--- config.mk ---
export PLATFORM = sky130hd
export DESIGN_NAME = ram_1p_arb_flat
export DESIGN_NICKNAME = d
export VERILOG_FILES = /design/src/rtl/ram_1p_arb_if.sv /design/src/rtl/ram_1p_arb.sv /design/src/flat_wrapper.sv
export SDC_FILE = /design/constraint.sdc
export NUM_CORES = 1
export LEC_CHECK = 0
export CAP_MARGIN = 40
export CELL_PAD_IN_SITES_DETAIL_PLACEMENT = 1
export CELL_PAD_IN_SITES_GLOBAL_PLACEMENT = 2
export CORE_ASPECT_RATIO = 0.5
export CORE_MARGIN = 2
export CORE_UTILIZATION = 10
export CTS_CLUSTER_DIAMETER = 40
export DETAILED_ROUTE_END_ITERATION = 10
export PLACE_DENSITY = 0.95
export SYNTH_ARGS = -nofsm -noshare
export SYNTH_HDL_FRONTEND = slang
export SYNTH_SLANG_ARGS = --single-unit
--- constraint.sdc ---
create_clock -name clk_i -period 3.93 [get_ports clk_i]
set_input_delay 0.9825 -clock clk_i [delete_from_list [all_inputs] [get_ports clk_i]]
set_output_delay 0.9825 -clock clk_i [all_outputs]
set_load 0.01 [all_outputs]
--- src/rtl/ram_1p_arb_if.sv ---
// Requester-side bundle of ram_1p_arb: two req/gnt/rvalid ports.
// The arbiter is the slave; the fetch and data ports are the master.
interface ram_1p_arb_if #(
    parameter int Width = 32,
    parameter int Depth = 128
);
    localparam int Aw = $clog2(Depth);

    logic [1:0]                req_i;
    logic [1:0]                we_i;
    logic [1:0][Width/8-1:0]   be_i;
    logic [1:0][Aw-1:0]        addr_i;
    logic [1:0][Width-1:0]     wdata_i;
    logic [1:0]                gnt_o;
    logic [1:0]                rvalid_o;
    logic [1:0][Width-1:0]     rdata_o;

    modport master (
        output req_i, we_i, be_i, addr_i, wdata_i,
        input  gnt_o, rvalid_o, rdata_o
    );

    modport slave (
        input  req_i, we_i, be_i, addr_i, wdata_i,
        output gnt_o, rvalid_o, rdata_o
    );
endinterface

--- src/rtl/ram_1p_arb.sv ---
// ram_1p_arb: round-robin two-requester arbiter in front of one single-port RAM.
// Define RAM_ARB_RMW_EN to emulate partial writes by read-modify-write.
module ram_1p_arb #(
    parameter  int Width = 32,
    parameter  int Depth = 128,
    localparam int Aw    = $clog2(Depth)
) (
    input  logic             clk_i,
    input  logic             rst_ni,
    ram_1p_arb_if.slave      bus,
    output logic             ram_req_o,
    output logic             ram_write_o,
    output logic [Aw-1:0]    ram_addr_o,
    output logic [Width-1:0] ram_wdata_o,
    output logic [Width-1:0] ram_wmask_o,
    input  logic [Width-1:0] ram_rdata_i
);
    localparam int Bw = Width / 8;

    logic             prio_q;
    logic             rsp_vld_q;
    logic             rsp_vld_d;
    logic             rsp_own_q;
    logic             rsp_own_d;
    logic             accept;
    logic [1:0]       cand;
    logic             any;
    logic             win;
    logic [Bw-1:0]    be_w;
    logic [Width-1:0] mask_w;

`ifdef RAM_ARB_RMW_EN
    typedef enum logic {IDLE, RMW_WR} state_e;

    state_e           state_q;
    state_e           state_d;
    logic             part_w;
    logic [Aw-1:0]    addr_q;
    logic [Width-1:0] wdata_q;
    logic [Bw-1:0]    be_q;
    logic [Width-1:0] merged;

    assign accept = rst_ni && (state_q == IDLE);
    assign part_w = bus.we_i[win] && (be_w != '1) && (be_w != '0);
`else
    assign accept = rst_ni;
`endif

    // Reset gates the request path so nothing is granted while held in reset.
    assign cand = bus.req_i & {2{accept}};
    assign any  = |cand;
    assign win  = (&cand) ? prio_q : cand[1];

    always_comb begin
        be_w   = bus.be_i[win];
        mask_w = '0;
        for (int i = 0; i < Bw; i++) begin
            mask_w[i*8 +: 8] = {8{be_w[i]}};
        end
    end

    always_comb begin
        bus.gnt_o = '0;
        if (any) begin
            bus.gnt_o[win] = 1'b1;
        end
    end

    always_comb begin
        bus.rvalid_o = '0;
        if (rsp_vld_q) begin
            bus.rvalid_o[rsp_own_q] = 1'b1;
        end
    end

    assign bus.rdata_o = {2{ram_rdata_i}};

`ifdef RAM_ARB_RMW_EN
    always_comb begin
        merged = '0;
        for (int i = 0; i < Bw; i++) begin
            merged[i*8 +: 8] = be_q[i] ? wdata_q[i*8 +: 8]
                                       : ram_rdata_i[i*8 +: 8];
        end
    end
`endif

    always_comb begin
        ram_req_o   = any;
        ram_write_o = any & bus.we_i[win];
        ram_addr_o  = bus.addr_i[win];
        ram_wdata_o = bus.wdata_i[win];
        ram_wmask_o = ram_write_o ? mask_w : '0;
        rsp_vld_d   = any;
        rsp_own_d   = any ? win : rsp_own_q;
`ifdef RAM_ARB_RMW_EN
        state_d = state_q;
        unique case (1'b1)
            (state_q == RMW_WR): begin
                ram_req_o   = 1'b1;
                ram_write_o = 1'b1;
                ram_addr_o  = addr_q;
                ram_wdata_o = merged;
                ram_wmask_o = '1;
                rsp_vld_d   = 1'b1;
                state_d     = IDLE;
            end
            (any && part_w): begin
                // First half of RMW: read the old word, write it back next cycle.
                ram_write_o = 1'b0;
                ram_wmask_o = '0;
                rsp_vld_d   = 1'b0;
                state_d     = RMW_WR;
            end
            default: ;
        endcase
`endif
    end

    always_ff @(posedge clk_i or negedge rst_ni) begin
        if (!rst_ni) begin
            prio_q    <= 1'b0;
            rsp_vld_q <= 1'b0;
            rsp_own_q <= 1'b0;
        end else begin
            if (any) begin
                prio_q <= ~win;
            end
            rsp_vld_q <= rsp_vld_d;
            rsp_own_q <= rsp_own_d;
        end
    end

`ifdef RAM_ARB_RMW_EN
    always_ff @(posedge clk_i or negedge rst_ni) begin
        if (!rst_ni) begin
            state_q <= IDLE;
            addr_q  <= '0;
            wdata_q <= '0;
            be_q    <= '0;
        end else begin
            state_q <= state_d;
            if (any && part_w) begin
                addr_q  <= bus.addr_i[win];
                wdata_q <= bus.wdata_i[win];
                be_q    <= be_w;
            end
        end
    end
`endif
endmodule

--- src/flat_wrapper.sv ---
// flat-port wrapper written by rule: the top's interface ports become plain ports
module ram_1p_arb_flat 
#(
    parameter  int Width = 32,
    parameter  int Depth = 128,
    localparam int Aw    = $clog2(Depth)
)
  (clk_i, rst_ni, ram_req_o, ram_write_o, ram_addr_o, ram_wdata_o, ram_wmask_o, ram_rdata_i, bus_req_i, bus_we_i, bus_be_i, bus_addr_i, bus_wdata_i, bus_gnt_o, bus_rvalid_o, bus_rdata_o);
  ram_1p_arb_if #(.Width(Width), .Depth(Depth)) bus_i ();
  input  logic clk_i;
  input  logic rst_ni;
  output logic ram_req_o;
  output logic ram_write_o;
  output logic [Aw-1:0] ram_addr_o;
  output logic [Width-1:0] ram_wdata_o;
  output logic [Width-1:0] ram_wmask_o;
  input  logic [Width-1:0] ram_rdata_i;
  input wire logic [$bits(bus_i.req_i)-1:0] bus_req_i;
  input wire logic [$bits(bus_i.we_i)-1:0] bus_we_i;
  input wire logic [$bits(bus_i.be_i)-1:0] bus_be_i;
  input wire logic [$bits(bus_i.addr_i)-1:0] bus_addr_i;
  input wire logic [$bits(bus_i.wdata_i)-1:0] bus_wdata_i;
  output wire logic [$bits(bus_i.gnt_o)-1:0] bus_gnt_o;
  output wire logic [$bits(bus_i.rvalid_o)-1:0] bus_rvalid_o;
  output wire logic [$bits(bus_i.rdata_o)-1:0] bus_rdata_o;
  assign bus_i.req_i = bus_req_i;
  assign bus_i.we_i = bus_we_i;
  assign bus_i.be_i = bus_be_i;
  assign bus_i.addr_i = bus_addr_i;
  assign bus_i.wdata_i = bus_wdata_i;
  assign bus_gnt_o = bus_i.gnt_o;
  assign bus_rvalid_o = bus_i.rvalid_o;
  assign bus_rdata_o = bus_i.rdata_o;
  ram_1p_arb #(.Width(Width), .Depth(Depth)) u_core (.clk_i(clk_i), .rst_ni(rst_ni), .bus(bus_i), .ram_req_o(ram_req_o), .ram_write_o(ram_write_o), .ram_addr_o(ram_addr_o), .ram_wdata_o(ram_wdata_o), .ram_wmask_o(ram_wmask_o), .ram_rdata_i(ram_rdata_i));
endmodule
==> results_dict.tcl <==
set metrics [dict create \
    drv_slew 0 \
    syn-mean-instance-area_um2 9.56 \
    rsz0062_at_grt "no" \
    coreArea_um2 15500 \
    hold_viol 0 \
    die_x_um 183 \
    cts_made_buffers 3 \
    synthToLayoutAreaGrowth_pct 88.1 \
    vias 1367 \
    fin_worst_skew_ns 0.00221 \
    leakage_nw 1.23 \
    min_period_over_period_pct 94.0 \
    synthesis.area_um2 1610 \
    syn_nets 292 \
    die_area_um2 17100 \
    relSlewSlack_pct 74.3 \
    critPathKind "in2out" \
    critPathRequiredTime_ns 2.95 \
    drt_pass1_iterations 4 \
    worst_setup_path_end_kind "output pin" \
    synthArstFlopShare_pct 100 \
    start_util_pct 10.3 \
    max-vdd-ir-drop_uv 63.7 \
    clk_pin_slew_ns 0.03 \
    total_power_uw 548 \
    synth_area_leaders "buf_4 (43%), mux2_4 (34%), dfrtp_1 (4.7%), buf_12 (3.7%), mux2_2 (2.1%)" \
    root_buffer "clkbuf_16" \
    viasPerCell 2.93 \
    rr_worst_depth 5 \
    clock-sinks 3 \
    dp_hpwl_um 5450 \
    grt_pass1_vias 1458 \
    ys_seq_area_share_pct 4.68 \
    max-clock-path-buffers 2 \
    grt_overflow 0 \
    wire_per_inst_um 13.5 \
    grt_pass1_wl_um 8690 \
    worst_pin_slew_ns 0.382 \
    ys_warn_count 0 \
    ioPinCount 265 \
    synth_edf_count 0 \
    nNetsFinal 386 \
    yosysTopAreaCell "buf_4" \
    antenna_found_initial 1 \
    drv_cap 0 \
    drt_iter0_drc 46 \
    clock_latency_ns 0.23 \
    fin_area_um2 3020 \
    drc 0 \
    synthCells 168 \
    hold_depth 1 \
    placedInstanceArea_um2 2900 \
    period_needed_ns 3.69 \
    cts_tree "done" \
    htreeDepth 1 \
    crit_path_start_kind "input port" \
    grt_max_degree 20 \
    power.density_nw_per_um2 181 \
    hp-class "reg2reg" \
    setup_viol 0 \
    wirelength_um 6280 \
    std_cell_rows 32 \
    die_h_um 93.6 \
    synth_ff_type "dfrtp_1" \
    ant_nets 0 \
    clock.fmax_mhz 271 \
    synth_top_cell_area_share_pct 43.0 \
    port_buffers 168 \
    synth-seq-cells 3 \
    ys_types 20 \
    status "finished, final reports clean" \
    cp.arrival_ns 2.71 \
    crit_fanout 8 \
    grtUsageTotal_pct 6.73 \
    gp_congestion 0.806 \
    drive_gt1_share_pct 24.9 \
]
[synthesized netlist by cell type (2+ instances only)]
library cell  count
dfrtp_1           3
buf_12            3
mux2_2            3
buf_4            92
and2_1            3
nand3_1           4
a211oi_1          4
inv_1             2
nor2_1            4
mux2_4           36
o21ai_0           5
[through the flow]
| step | utilization [%] | cells | hold WS, ns | setup TNS [ns] | worst slack (ns) |
|---|---|---|---|---|---|
| 4_1_cts | 19.2 | 463 | 0.560 | -0.705 | -0.0338 |
| 5_1_grt | 19.4 | 466 | 0.563 | 0 | 0.169 |
| 3_3_place_gp | 18.7 | 459 | 0.497 | -2.00 | -0.226 |
| 2_1_floorplan | - | 168 | 0.465 | 0 | 0.651 |
| 3_5_place_dp | 18.7 | 459 | 0.548 | -3.24 | -0.349 |
| 6_report | 19.4 | 466 | 0.548 | 0 | 0.236 |
[layer usage]
layer	vias to the layer above	part of all wire, %	track usage [%]
met5	-	0	0
li1	652	-	-
met2	48	56	13.0
met3	9	6.2	1.67
met4	0	1.9	3.33
met1	658	35	6.85
[registers in the layout, summed over array words and instances (netlist names)]
signal,cells
u_core.rsp_own_q,1
u_core.prio_q,1
u_core.rsp_vld_q,1
[final cells by class]
type / instances / area (um2)
Antenna cell: 1 / 2.50
Clock buffer: 4 / 78.8
Fill cell: 1795 / 12500
Inverter: 2 / 7.51
Multi-Input combinational cell: 67 / 782
Sequential cell: 3 / 75.1
Tap cell: 204 / 255
Timing Repair Buffer: 185 / 1820
[cell families (layout without fill, tap and decap cells)]
| kind of cell | after synthesis | in the layout | share of synthesized area (%) |
|---|---|---|---|
| buffers and inverters | 98 | 191 | 48.2 |
| DFF | 3 | 3 | 4.68 |
| and+or+nand+nor | 17 | 17 | 6.94 |
| AOI/OAI and AO/OA | 11 | 11 | 4.44 |
| muxes | 39 | 39 | 35.8 |
| other | 0 | 1 | 0 |
[report_power, final]
part	internal, mW	leakage [nW]	switching [mW]
clock	0.134	0.0382	0.0309
sequential	0.0345	0.0356	0.00364
combinational	0.230	1.16	0.114
[what timing repair did]
item | in CTS | in global routing
hold buffers | 0 | 0
setup endpoints to repair | 31 | 57
buffers inserted | 0 | 2
pin swaps | 1 | 2
cloned | 0 | 0
hold endpoints to repair | 0 | 0
resized for setup | 17 | 6
[worst paths after layout]
path / from / slack (ns) / to
setup / recovery: bus_we_i[1] / 0.24 / ram_wmask_o[25]
hold / removal: u_core.rsp_own_q / 0.55 / u_core.rsp_own_q
setup reg to reg: u_core.prio_q / 2.73 / u_core.rsp_own_q
hold reg to reg: u_core.rsp_own_q / 0.55 / u_core.rsp_own_q
max in group asynchronous: rst_ni / 3.05 / u_core.rsp_own_q
min in group asynchronous: rst_ni / 0.78 / u_core.rsp_vld_q
[cell usage in the layout (no fill, tap or decap)]
cell             count
nor2_8               1
mux2_4              36
nand2_2              1
a211oi_2             1
nor2b_4              1
clkbuf_16            3
nand2_1              1
buf_4               15
dlymetal6s2s_1       4
a211oi_4             1
nand3_1              4
dfrtp_1              3
buf_6                1
nor2b_1              1
dlygate4sd2_1       14
diode_2              1
o21ai_0              5
buf_12               1
clkdlybuf4s50_1    150
mux2_2               3
clkbuf_1             1
and2_1               3
a32oi_2              1
or2b_1               1
a21o_1               1
nor2_1               4
inv_1                2
a211oi_1             2
[worst max-delay path: stages]
cell and delay (ns):
clkdlybuf4s50_1 0.45, and2_1 0.12, a32oi_2 0.07, buf_4 0.17, a211oi_1 0.18, buf_4 0.19, clkdlybuf4s50_1 0.55
Power figures use the tool's default switching activity.
